<file path="src/rtl/mod_inv.sv">
// mod_inv: iterative modular inverter over the curve field prime.
// Binary extended Euclid, one reduction step per clock.
//
// Ports:
//   clk    - rising-edge clock
//   reset  - asynchronous active-high reset
//   start  - one-cycle request, sampled only in IDLE
//   a      - operand, sampled on the start cycle
//   busy   - high while iterating (RUN)
//   done   - one-cycle pulse when result/err are valid
//   result - a^-1 mod p, held until the next accepted start
//   err    - invalid operand (or timeout), valid with done
//
// Optional macro: MOD_INV_TIMEOUT_EN adds a RUN step counter that aborts
// with err=1 once MAX_CYCLES steps have elapsed without convergence.

package elliptic_curve_structs;
    localparam int P_WIDTH = 7;

    typedef struct packed {
        logic [P_WIDTH-1:0] p;
    } curve_params_t;

    localparam curve_params_t params = '{p: 7'd97};
endpackage

module mod_inv #(
    parameter int P_WIDTH    = elliptic_curve_structs::P_WIDTH,
    parameter int MAX_CYCLES = 4 * P_WIDTH + 4
) (
    input  logic               clk,
    input  logic               reset,
    input  logic               start,
    input  logic [P_WIDTH-1:0] a,
    output logic               busy,
    output logic               done,
    output logic [P_WIDTH-1:0] result,
    output logic               err
);

    localparam logic [P_WIDTH-1:0] P   =
        P_WIDTH'(elliptic_curve_structs::params.p);
    localparam logic [P_WIDTH-1:0] ONE = P_WIDTH'(1);

    typedef enum logic [1:0] {
        IDLE,
        RUN,
        FINISH
    } state_t;

    state_t state;
    state_t state_nx;

    logic [P_WIDTH-1:0] u;
    logic [P_WIDTH-1:0] v;
    logic [P_WIDTH-1:0] x1;
    logic [P_WIDTH-1:0] x2;
    logic [P_WIDTH-1:0] u_nx;
    logic [P_WIDTH-1:0] v_nx;
    logic [P_WIDTH-1:0] x1_nx;
    logic [P_WIDTH-1:0] x2_nx;
    logic [P_WIDTH-1:0] result_nx;
    logic               err_nx;

`ifdef MOD_INV_TIMEOUT_EN
    localparam int CNT_W = $clog2(MAX_CYCLES + 1);
    localparam logic [CNT_W-1:0] CNT_LAST = CNT_W'(MAX_CYCLES - 1);

    logic [CNT_W-1:0] cnt;
    logic [CNT_W-1:0] cnt_nx;
`else
    // Without the timeout the step bound has no hardware meaning.
    if (MAX_CYCLES < 1) begin : g_max_cycles_unused
    end
`endif

    // x/2 mod p: an odd x is made even by adding p in one extra bit.
    function automatic logic [P_WIDTH-1:0] half_mod(
        input logic [P_WIDTH-1:0] x
    );
        logic [P_WIDTH:0] s;
        s = x[0] ? ({1'b0, x} + {1'b0, P}) : {1'b0, x};
        return s[P_WIDTH:1];
    endfunction

    // (x - y) mod p, with the borrow bit selecting the +p correction.
    function automatic logic [P_WIDTH-1:0] sub_mod(
        input logic [P_WIDTH-1:0] x,
        input logic [P_WIDTH-1:0] y
    );
        logic [P_WIDTH:0] d;
        d = {1'b0, x} - {1'b0, y};
        if (d[P_WIDTH]) begin
            d = d + {1'b0, P};
        end
        return d[P_WIDTH-1:0];
    endfunction

    always_ff @(posedge clk or posedge reset) begin
        if (reset) begin
            state  <= IDLE;
            u      <= '0;
            v      <= '0;
            x1     <= '0;
            x2     <= '0;
            result <= '0;
            err    <= 1'b0;
`ifdef MOD_INV_TIMEOUT_EN
            cnt    <= '0;
`endif
        end else begin
            state  <= state_nx;
            u      <= u_nx;
            v      <= v_nx;
            x1     <= x1_nx;
            x2     <= x2_nx;
            result <= result_nx;
            err    <= err_nx;
`ifdef MOD_INV_TIMEOUT_EN
            cnt    <= cnt_nx;
`endif
        end
    end

    always_comb begin
        state_nx  = state;
        u_nx      = u;
        v_nx      = v;
        x1_nx     = x1;
        x2_nx     = x2;
        result_nx = result;
        err_nx    = err;
`ifdef MOD_INV_TIMEOUT_EN
        cnt_nx    = cnt;
`endif
        unique case (state)
            IDLE: begin
                if (start) begin
                    if (a == '0 || a >= P) begin
                        result_nx = '0;
                        err_nx    = 1'b1;
                        state_nx  = FINISH;
                    end else begin
                        u_nx     = a;
                        v_nx     = P;
                        x1_nx    = ONE;
                        x2_nx    = '0;
`ifdef MOD_INV_TIMEOUT_EN
                        cnt_nx   = '0;
`endif
                        state_nx = RUN;
                    end
                end
            end
            RUN: begin
`ifdef MOD_INV_TIMEOUT_EN
                cnt_nx = cnt + 1'b1;
`endif
                if (u == ONE) begin
                    result_nx = x1;
                    err_nx    = 1'b0;
                    state_nx  = FINISH;
                end else if (v == ONE) begin
                    result_nx = x2;
                    err_nx    = 1'b0;
                    state_nx  = FINISH;
`ifdef MOD_INV_TIMEOUT_EN
                end else if (cnt >= CNT_LAST) begin
                    result_nx = '0;
                    err_nx    = 1'b1;
                    state_nx  = FINISH;
`endif
                end else if (!u[0]) begin
                    u_nx  = u >> 1;
                    x1_nx = half_mod(x1);
                end else if (!v[0]) begin
                    v_nx  = v >> 1;
                    x2_nx = half_mod(x2);
                end else if (u >= v) begin
                    u_nx  = u - v;
                    x1_nx = sub_mod(x1, x2);
                end else begin
                    v_nx  = v - u;
                    x2_nx = sub_mod(x2, x1);
                end
            end
            FINISH: begin
                state_nx = IDLE;
            end
            default: begin
                state_nx = IDLE;
            end
        endcase
    end

    always_comb begin
        busy = (state == RUN);
        done = (state == FINISH);
    end

endmodule

</file>
<file path="config.mk">
export PLATFORM = sky130hd
export DESIGN_NAME = mod_inv
export DESIGN_NICKNAME = d
export VERILOG_FILES = /design/src/rtl/mod_inv.sv
export SDC_FILE = /design/constraint.sdc
export NUM_CORES = 1
export LEC_CHECK = 0
export BUFFER_PORTS_ARGS = -buffer_cell sky130_fd_sc_hd__buf_4
export CAP_MARGIN = 20
export CORE_ASPECT_RATIO = 1.4
export CORE_MARGIN = 2
export CORE_UTILIZATION = 60
export CTS_CLUSTER_SIZE = 16
export DETAILED_ROUTE_END_ITERATION = 12
export PLACE_DENSITY = 0.78
export SETUP_SLACK_MARGIN = 0.1
export SYNTH_ARGS = -nofsm -noshare
export SYNTH_HDL_FRONTEND = slang
export SYNTH_SLANG_ARGS = --single-unit
</file>
<file path="constraint.sdc">
create_clock -name clk -period 3.2 [get_ports clk]
set_input_delay 0.16 -clock clk [delete_from_list [all_inputs] [get_ports clk]]
set_output_delay 0.16 -clock clk [all_outputs]
set_load 0.01 [all_outputs]
</file>
# After elaboration in Yosys (flattened, before gate mapping)
# Cells that the tools add are included.
[op_classes]
n_lt_le_gt_ge = 2
n_reduce_logical = 10
addsub = 8
mux = 51
n_eq_ne = 14
[op_table]
columns = ["op", "n"]
rows = [
  ["2-to-1 mux 7 bit", 34],
  ["case mux 7 bit (2 select lines)", 5],
  ["adder 7 x 7 -> 8 bit, second input constant", 2],
  ["2-to-1 mux 8 bit", 2],
  ["subtractor 7 x 7 -> 8 bit", 2],
  ["adder 7 bit, second input constant", 2],
  ["== test 7 x 1 -> 1 bit, second input constant", 2],
  ["AND reduction 7 bit", 2],
  ["subtractor 7 bit", 2],
  ["inequality test 2 bit, second input constant", 5],
  ["2-to-1 mux 2 bit", 4],
  [">= comparator 7 bit", 1],
  [">= comparator 7 bit, second input constant", 1],
  ["logical NOT 7 bit", 1],
  ["inequality test 3 x 2 -> 1 bit, second input constant", 2],
  ["AND reduction 6 bit", 1],
  ["AND reduction 5 bit", 1],
  ["2-to-1 mux 1 bit", 4],
  ["case mux 2 bit (2 select lines)", 1],
  ["AND reduction 4 bit", 1],
  ["inequality test 3 x 1 -> 1 bit, second input constant", 1],
  ["inequality test 3 bit, second input constant", 1],
  ["== test 2 x 1 -> 1 bit, second input constant", 1],
  ["== test 2 bit, second input constant", 1],
  ["other kinds (6)", 6],
]
[word_totals]
out_inout_bits = 10
regBits = 38
wordCells = 94
inputBits = 10

# Depth between registers and ports, before layout
[depth]
word_depth = 9
ltp_mapped = 12
ltp_nobuf = 11

# Worst setup path before layout
# Ideal clock, no wire load.
[synth_timing]
path_kind = "register to register"
from = "register x1[0]"
to = "register x1[5]"
slack_ns = 0.798
synth_period_minus_slack_ns = 2.402
n_path_buf = 0
arrival_ns = 2.276
stages_incl_launch_ff = 12
t_required_ns = 3.074
setup_ns = 0.126
path_cell_list = "dfrtp_1 > inv_1 > ha_1 > inv_1 > fa_1 > a21o_2 > a21oi_1 > xnor2_1 > nand3_1 > and3_2 > nor3_1 > o31ai_1"
[synth_via]
elab_chain_len = 9
elab_cells_between_ends = 11
classes_between = "add/sub (3); mux (8)"
[synth_lines]
columns = ["item", "line_no", "rtl"]
rows = [
  ["start, declared", "56", "logic [P_WIDTH-1:0] x1;"],
  ["start signal, assigned", "115", "x1 <= x1_nx;"],
  ["subtractor 7 x 7 -> 8 bit", "92", "d = {1'b0, x} - {1'b0, y};"],
  ["adder 7 bit", "94", "d = d + {1'b0, P};"],
  ["2-to-1 mux 7 bit", "93", "if (d[P_WIDTH]) begin"],
  ["2-to-1 mux 7 bit", "179", "end else if (u >= v) begin"],
  ["2-to-1 mux 7 bit", "176", "end else if (!v[0]) begin"],
  ["2-to-1 mux 7 bit *", "173", "end else if (!u[0]) begin"],
  ["2-to-1 mux 7 bit *", "163", "end else if (v == ONE) begin"],
  ["2-to-1 mux 7 bit *", "159", "if (u == ONE) begin"],
  ["case mux 7 bit (2 select lines) *", "136", "unique case (state)"],
]
# Every way passes the cells marked *; elsewhere a longest branch is shown, timed or not. The select of a mux whose other input is x is not followed.
# A chain may end at the register's enable or synchronous reset.

# Worst setup path after layout
# Ends and elaborated chain as after synthesis.

==> results by group <==
Synthesis
  – Yosys reg bits: 38
  – Simple-gate share of the synthesized area: 0.181
  – Top FF cell, synth: dfrtp_1
  – Mean area per synthesized cell: 8.21 sq um
  – Post-synthesis mux area share: 0.0194
  – Largest family of logic cells by synthesized area: compound AO/OA/AOI/OAI gates
  – Register area share after synthesis: 0.259
  – Yosys warnings: 0
  – Post-synth EDFFs: 0
  – Synth Area in Adders: 0.127
  – XOR/XNOR Fraction of Synth Area: 0.0833
  – Post-synthesis cell count: 448
  – Ys async rst share: 1.00
  – Cell Area, Synth: 0.00368 sq mm
  – Post-synth net total: 493
  – Distinct cells, synth: 65
  – Post-synthesis compound-gate area fraction: 0.256

Critical path
  – Worst setup SP type: register
  – Setup crit end kind: register
  – CP max FO: 7
  – Reg2reg end: x1[5]
  – CP Data Arrival Time: 2.87 ns
  – CP required: 3.36 ns
  – Reg2reg path depth: 11
  – Crit Path Category: register to register
  – Reg-to-reg setup timing slack: 0.49 ns
  – R2r startpoint: x1[0]

Min path
  – Worst hold path class: input pin to async pin

CTS
  – Cts bufs inserted: 5
  – # hold bufs at CTS: 0
  – Reg clk slew, reported paths: 0.08 ns
  – H-tree levels: 2
  – Clock latency on the worst-skew pair: 0.29 ns
  – CTS resizes: 0
  – CTS tree: done
  – Clock root buffer: clkbuf_8
  – # clock sinks: 38
  – Buffer levels on the longest clock path: 2
  – # Post-CTS Setup Buffers: 0

Timing
  – Post-route setup slack: 0.490 ns
  – Min Clock Period, post-route: 2.71 ns
  – Final setup violation count: 0
  – Final hold slack: -0.0174 ns
  – Fmax: 369 MHz
  – Slew @ Worst Pin: 0.556 ns
  – Max_slew headroom: 0.629
  – Final setup skew: 0.00969 ns
  – Fin Setup TNS: 0 ns
  – Final Hold Fails: 31
  – Slew Viols, Final: 0
  – Fin crit share: 0.847
  – RSZ-0062 raised after global routing: false

Drt
  – DRC viols: 0
  – Routed len/inst: 17.3 um
  – Detail Route Antenna Nets: 0
  – Initial DRT Pass Iterations: 6
  – Initial DRC Count: 169
  – Routed wire length: 9190 um
  – Vias per inst: 6.31
  – Via count: 3346

Finish
  – # diodes: 0
  – Post-route cell area: 0.00395 sq mm
  – # nets final: 504
  – Layout cells sized above 1: 0.122
  – Area Growth Syn to Fin: 7.45%
  – Most common cell after layout, fill and taps aside: nand2_1
  – Most frequent cells in the layout: nand2_1 (46), inv_1 (41), dfrtp_1 (38)

Place
  – GPL Wtd Cong: 0.920
  – Dpl cell area: 0.00386 sq mm
  – Post-detail-place hpwl: 7110 um
  – Dpl ws: 0.507 ns
  – Input/output buffers: 19

Global route
  – Initial antenna violation count: 0
  – Global route total overflow: 0
  – Gr usage total: 0.283
  – First-pass GRT wire length: 15600 um
  – Largest net degree at the start of global routing: 39
  – Vias in the first global route: 3318

Floorplanning
  – Initial core utilization: 0.623
  – Die Y: 96.6 um
  – Number of top-level pins: 20
  – Die outline width: 70.2 um
  – Die area: 0.00678 sq mm
  – CORE AREA: 0.00590 sq mm
  – FP Rows: 33

Status
  – Status: finished with violations
  – Violated checks: hold timing

Flow run
  – Max-cap violation count: 0
cell usage after synthesis (2+ instances only):
master / number / share of area
a221oi_1: 5 / 0.012
o21ai_0: 23 / 0.031
o2111ai_1: 2 / 0.0048
nor4_1: 3 / 0.0051
a21oi_2: 2 / 0.0048
a21oi_1: 31 / 0.042
nor2b_1: 5 / 0.0085
a31oi_1: 5 / 0.0085
dfrtp_1: 38 / 0.26
inv_1: 41 / 0.042
nand3_1: 11 / 0.015
mux2i_1: 6 / 0.016
a22o_1: 6 / 0.014
a21o_1: 5 / 0.010
o21bai_1: 4 / 0.0082
buf_2: 9 / 0.012
o31ai_1: 16 / 0.033
xnor2_1: 24 / 0.057
clkbuf_1: 10 / 0.010
fa_1: 4 / 0.022
nand4_1: 11 / 0.019
nand3b_1: 2 / 0.0041
a311oi_1: 3 / 0.0071
xor2_1: 11 / 0.026
o211ai_1: 4 / 0.0082
clkbuf_2: 2 / 0.0027
clkinv_1: 2 / 0.0020
nand2b_1: 2 / 0.0034
and3_1: 4 / 0.0068
nand2_2: 2 / 0.0034
nor3_1: 12 / 0.016
o21ai_2: 2 / 0.0048
nand2_1: 46 / 0.047
nor2_1: 31 / 0.032
a211oi_1: 2 / 0.0041
ha_1: 31 / 0.11
a22oi_1: 3 / 0.0061
registers in the layout, summed over array words and instances (netlist names):
signal,cells
result,7
u,7
v,7
x1,7
x2,7
state,2
err,1
kinds of logic after synthesis:
| logic type | Yosys count |
|---|---|
| compound gates | 130 |
| xor+xnor | 35 |
| fa+ha+maj | 35 |
| buf+inv | 66 |
| flops | 38 |
| mux | 7 |
| simple gates | 137 |
layer usage:
metal | share of wire | vias to the layer above | GRT usage
li1 | - | 1605 | -
met1 | 0.40 | 1593 | 0.328
met2 | 0.51 | 109 | 0.497
met3 | 0.034 | 39 | 0.0365
met4 | 0.054 | 0 | 0.155
met5 | 0 | - | 0
critical path, stage by stage, from the launching register on:
cell and delay (ns):
dfrtp_1 0.46, inv_1 0.19, ha_1 0.20, inv_1 0.05, fa_1 0.41, a21o_2 0.22
a21oi_1 0.22, xnor2_1 0.22, nand3_1 0.14, and3_2 0.23, nor3_1 0.16, o31ai_1 0.08
per-stage QoR:
| stage | cells | hold WS [ns] | util |
|---|---|---|---|
| 6_report | 530 | -0.0174 | 0.669 |
| 5_1_grt | 530 | 0.0119 | 0.669 |
| 4_1_cts | 530 | 0.000344 | 0.669 |
| 3_5_place_dp | 522 | 0.317 | 0.653 |
| 3_3_place_gp | 522 | 0.316 | 0.653 |
| 2_1_floorplan | 448 | 0.352 | - |
worst max-delay path by stage:
stage	slack, ns	startpoint	cells past startpoint	endpoint
floorplan	0.80	x1[0]	11	x1[5]
global placement	0.58	x1[0]	11	x1[5]
detailed placement	0.51	x1[0]	11	x1[5]
CTS	0.49	x1[0]	11	x1[5]
global route	0.24	x1[2]	9	x1[6]
finish	0.49	x1[0]	11	x1[5]
area by class of cell:
class	instances	area (sq um)
multi-input cells	344	2450
well taps	70	87.6
fillers	523	1950
flip-flops and latches	38	951
repair buffers	27	203
clock buffers	6	82.6
inverters	43	161
clock inverters	2	12.5
Power is left out: the tool's default activity adds up to more than one toggle a clock period on the data nets, which glitch-free logic cannot reach.
